### src/rtl/timer_pkg.sv
// Shared types and constants for the countdown timer.
package timer_pkg;

    typedef enum logic [1:0] {IDLE, RUN, DONE} timer_state_t;

    localparam int TIMER_WIDTH = 8;

endpackage

### src/rtl/countdown_timer.sv
// Loadable down-counter with one-shot / auto-reload modes and a single-cycle
// terminal-count pulse, intended as a programmable timeout or tick source.
module countdown_timer
    import timer_pkg::*;
#(
    parameter int               WIDTH       = TIMER_WIDTH,
    parameter logic [WIDTH-1:0] RESET_VALUE = WIDTH'(8'hFF)
) (
    input  logic             clk,
    input  logic             reset,
    input  logic             load,
    input  logic [WIDTH-1:0] load_value,
    input  logic             enable,
    input  logic             auto_reload,
    output logic [WIDTH-1:0] count,
    output logic             zero,
    output logic             tc_pulse,
    output logic             busy,
    output timer_state_t     dbg_state
);

    timer_state_t     state_q, state_d;
    logic [WIDTH-1:0] count_q, count_d;
    logic [WIDTH-1:0] reload_q, reload_d;
    logic             tc_q, tc_d;

    always_ff @(posedge clk) begin
        if (reset) begin
            state_q  <= IDLE;
            count_q  <= RESET_VALUE;
            reload_q <= RESET_VALUE;
            tc_q     <= 1'b0;
        end else begin
            state_q  <= state_d;
            count_q  <= count_d;
            reload_q <= reload_d;
            tc_q     <= tc_d;
        end
    end

    // tc_d defaults low so the pulse can never stretch past one cycle.
    always_comb begin
        state_d  = state_q;
        count_d  = count_q;
        reload_d = reload_q;
        tc_d     = 1'b0;
        if (load) begin
            count_d  = load_value;
            reload_d = load_value;
            state_d  = (load_value != '0) ? RUN : DONE;
        end else begin
            unique case (state_q)
                RUN: begin
                    if (enable) begin
                        if (count_q > WIDTH'(1)) begin
                            count_d = count_q - WIDTH'(1);
                        end else if (count_q == WIDTH'(1)) begin
                            count_d = '0;
                            tc_d    = 1'b1;
                            state_d = auto_reload ? RUN : DONE;
                        end else if (auto_reload) begin
                            // Zero is held one enabled cycle before reloading,
                            // giving a period of reload + 1.
                            count_d = reload_q;
                        end else begin
                            state_d = DONE;
                        end
                    end
                end
                default: ;
            endcase
        end
    end

    assign count     = count_q;
    assign zero      = (count_q == '0);
    assign tc_pulse  = tc_q;
    assign busy      = (state_q == RUN);
    assign dbg_state = state_q;

endmodule

### config.mk
export PLATFORM = sky130hd
export DESIGN_NAME = countdown_timer
export DESIGN_NICKNAME = d
export VERILOG_FILES = /design/src/rtl/timer_pkg.sv /design/src/rtl/countdown_timer.sv
export SDC_FILE = /design/constraint.sdc
export NUM_CORES = 1
export LEC_CHECK = 0
export CAP_MARGIN = 20
export CORE_MARGIN = 2
export CORE_UTILIZATION = 45
export CTS_BUF_LIST = sky130_fd_sc_hd__clkbuf_4 sky130_fd_sc_hd__clkbuf_8
export DETAILED_ROUTE_END_ITERATION = 16
export HOLD_SLACK_MARGIN = 0.08
export PLACE_DENSITY = 0.82
export SYNTH_ARGS = -nofsm -noshare
export SYNTH_HDL_FRONTEND = slang
export SYNTH_SLANG_ARGS = --single-unit
### constraint.sdc
create_clock -name clk -period 2 [get_ports clk]
set_input_delay 0.5 -clock clk [delete_from_list [all_inputs] [get_ports clk]]
set_output_delay 0.5 -clock clk [all_outputs]
set_load 0.02 [all_outputs]
**Yosys cells after proc, flatten, opt, wreduce, memory -nomap -nowiden**

Cells that the tools add are included.

- Flip-flop bits (word level): 19
- Input bits: 13

- Add/subtract/negate cells: 1
- Magnitude comparators: 1
- Equality and inequality tests: 4
- Multiplexer cells: 15
- Bitwise logic cells: 2
- Reduce and logical (&&, ||, !) cells: 8

Operators by type and width:

| operator | number |
|---|---|
| $mux 8 | 6 |
| $mux 2 | 8 |
| $eq 8x1->1 const B | 1 |
| $gt 8x1->1 const B | 1 |
| $logic_not 8->1 | 1 |
| $reduce_bool 8->1 | 1 |
| $sub 8x1->8 const B | 1 |
| $reduce_or 5->1 | 1 |
| $reduce_and 4->1 | 1 |
| $reduce_bool 2->1 | 2 |
| $reduce_bool 4->1 | 1 |
| $ne 3x2->1 const B | 1 |
| $reduce_and 3->1 | 1 |
| $eq 2x1->1 const B | 1 |
| $ne 2x2->1 const B | 1 |
| $not 1->1 | 2 |
| $mux 1 | 1 |

**Logic depth before layout (Yosys ltp)**

- Depth after elaboration: 6
- Mapped depth: 7

**Worst setup path before layout**

OpenSTA, ideal clock, no wires.

- Kind: reg-to-output
- From: reg count_q[0], in the netlist count[0]
- To: out zero
- Arrival time: 1.514 ns
- Required time: 1.500 ns
- Slack: -0.014 ns
- Cell stages (with the launch flop): 5
- Cells stage by stage: dfxtp_1 > inv_1 > ha_1 > or3b_1 > nor2_1

- Word-level cells in the longest chain between the ends: 1

RTL lines:

| item | RTL line | RTL |
|---|---|---|
| from (decl) | countdown_timer.sv:23 | `logic [WIDTH-1:0] count_q, count_d;` |
| from (signal assigned) | countdown_timer.sv:35 | `count_q <= count_d;` |
| $logic_not 8->1 | countdown_timer.sv:76 | `assign zero = (count_q == '0);` |
| to (decl) | countdown_timer.sv:16 | `output logic zero,` |

Every way passes these cells.

**Worst setup path after layout**

- From: reg count_q[7], in the netlist count[7]
- To: out zero

Same word-level chain as after synthesis.

==> results.md <==
* Worst Path Max Fanout at 2
* Initial Util at 0.4867
* Yosys reg bits at 19
* Std-Cell Rows at 17
* First drt pass iteration count at 4
* Ys flop type: dfxtp_1
* Placement Setup Slack at -128.7 ps
* DIE AREA at 2849 µm²
* Layout area overhead at 57.36%
* Area leader, netlist: dfxtp_1
* Outcome: completed
* Cell Area, Synth at 1097 µm²
* Worst Tran Pin Value at 354.1 ps
* Initial antenna violation count at 0
* YS warnings at 0
* Worst Setup Start Kind: register
* Crit. End Element: output pin
* Non-filler cells, final at 218
* Cells along the critical path: or4_1 > nor2_4 > buf_6
* Largest net degree at the start of global routing at 12
* Min-Delay Path Class: register to register
* DP HPWL at 2.680 mm
* Clk buf depth at 2
* Core area at 2255 µm²
* Layout Nets at 206
* CTS Hold Buffers Added at 0
* Clock skew at 2.358 ps
* WL final at 3.704 mm
* Leakage at 0.7586 nW
* Power per cell area at 548.8 nW/µm²
* Crit path buf inv count at 1
* N_diodes at 0
* Final worst setup slack at 29.43 ps
* RSZ-0062 raised after global routing: true
* Peak VDD IR at 0.4652 mV
* Port buffer count at 25
* Sequential area share after synthesis at 0.3466
* Die Y at 53.38 µm
* Avg Inst Size Synth at 8.441 µm²
* Count leader, synth: dfxtp_1
* Overflow after GRT at 0
* Vias at 1,296
* Crit path DAT at 1470 ps
* Die width at 53.38 µm
* Fraction of layout cells with a size suffix above 1 at 0.3105
* Required time of the worst setup path at 1500 ps
* Placed cell count at 209
* CTS tree: yes
* Worst hold margin at 459.3 ps
* Final setup fails at 0
* Post-synth cell types at 44
* TritonCTS Buffers at 3
* Clk sinks at 19
* Post-route ant nets at 0
* Largest cells by area after synthesis: dfxtp_1 35%, nand2_1 4.8%, nor3_1 4.6%, nor2_1 4.4%, a21oi_1 4.1%
* Max H-tree Level at 1
* Ys async rst share at 0
* Skew-Pair Late Insertion Delay at 310 ps
* Min Tclk post-route at 1971 ps
* Final Wtd Congestion at 0.9112
* Overall routing resource usage at 0.2747
* Crit Path Category: register to output pin
* Final Cycle Share at 0.9853
* Critical path's top delay family: simple AND/OR/NAND/NOR gates
* Syn Inst Count at 130
* Util after Layout at 0.7658
* Rel. slew slack at 0.7631
* Commonest cells post-synth: 19 x dfxtp_1, 14 x nand2_1, 13 x nor2_1
* EDFF count, synth at 0
* CTS Root Buffer Type: clkbuf_4
* Via density per instance at 5.945
* Slew Viols, Final at 0
* Max-cap viol count at 0
* DRC Markers at 0
* Vias in the first global route at 1,215
* CTS clk-pin slew, worst paths at 110 ps
* Fmax at 507.5 MHz
* DRT iter0 DRCs at 26
* Final hold violation count at 0
* Synth top area share at 0.3466
* Global-route wire length before repair at 5.644 mm
* Crit-path slowest cell: or4_1
* Wirelength per Cell at 16.99 µm
* Worst path max stage delay at 590 ps
* Io pins at 26
* Syn nets at 145
[area by class of cell]
type	instances	area (µm²)
clock buffers	3	22.52
clock inverters	1	5.005
inverters	5	18.77
repair buffers	61	535.5
fillers	158	528.0
well taps	28	35.03
flip-flops and latches	19	384.1
multi-input cells	101	725.7
[kinds of logic (layout without fill, tap and decap cells)]
| group | count (synthesis) | in the layout | share of synthesized area |
|---|---|---|---|
| AO/OA/AOI/OAI | 38 | 38 | 0.2794 |
| adder cells (fa/ha/maj) | 2 | 2 | 0.02280 |
| buffers and inverters | 10 | 70 | 0.03763 |
| flip-flops | 19 | 19 | 0.3466 |
| AND/OR/NAND/NOR | 61 | 61 | 0.3136 |
[registers in the layout, summed over array words and instances (netlist names)]
signal,flops
tc_pulse,1
dbg_state,2
count,8
reload_q,8
[routing by layer]
layer  wire (µm)  GRT usage  part of all wire
met1        1506     0.3322              0.41
met2        1790     0.4588              0.48
met3         284    0.07062             0.077
met4         123     0.1068             0.033
met5           0          0                 0
[worst paths after layout]
check                                  from           to  slack (ps)  depth (start not counted)
worst min register to register  reload_q[0]  reload_q[0]         460                          2
worst max register to register     count[5]     count[0]          40                          7
worst min-delay path            reload_q[0]  reload_q[0]         460                          2
worst max-delay path               count[7]         zero          30                          3
[report_power, final]
part	leakage (nW)	internal, W	switching (W)	total, W
sequential	0.157	0.000407	0.0000171	0.000425
clock	0.0177	0.0000748	0.000127	0.000202
combinational	0.584	0.000159	0.000162	0.000321
[what timing repair did]
action / in CTS / in global routing
setup endpoints to repair: 1 / 7
pin swaps: 0 / 7
resized for setup: 9 / 14
buffers inserted: 0 / 5
hold endpoints to repair: 0 / 0
gates cloned: 0 / 0
[placed cells by master (no fill, tap or decap), drive strengths merged, types with 2 or more instances in the layout]
cell type      count
o31a               2
clkdlybuf4s50     20
a21oi              9
nor3b              4
nand2             14
a21o               3
or4                3
nor4               3
o31ai              2
ha                 2
dfxtp             19
nor3              10
clkbuf             3
dlymetal6s2s       4
nor2b              4
o221ai             2
inv                5
nand2b             3
o41ai              2
nor2              13
buf               37
o21ai              7
[worst reg2reg max path: stages, from the launching register on]
cell      delay, ps
dfxtp_2         340
buf_6           120
or4_4           500
o41ai_4         460
buf_4           190
o221ai_1        100
nor2_1          100
nor2_1           50
[through the flow]
stage	setup TNS, ps	total power (W)	cell area, µm²
after CTS	-1.302	0.0009154	1640
after detailed placement	-306.1	0.0007167	1595
final	0	0.0009476	1727
after global routing	-136.4	0.0009902	1727
after global placement	-139.3	0.0007091	1595
after floorplan	0	0.0005664	1100
Power figures use the tool's default switching activity.
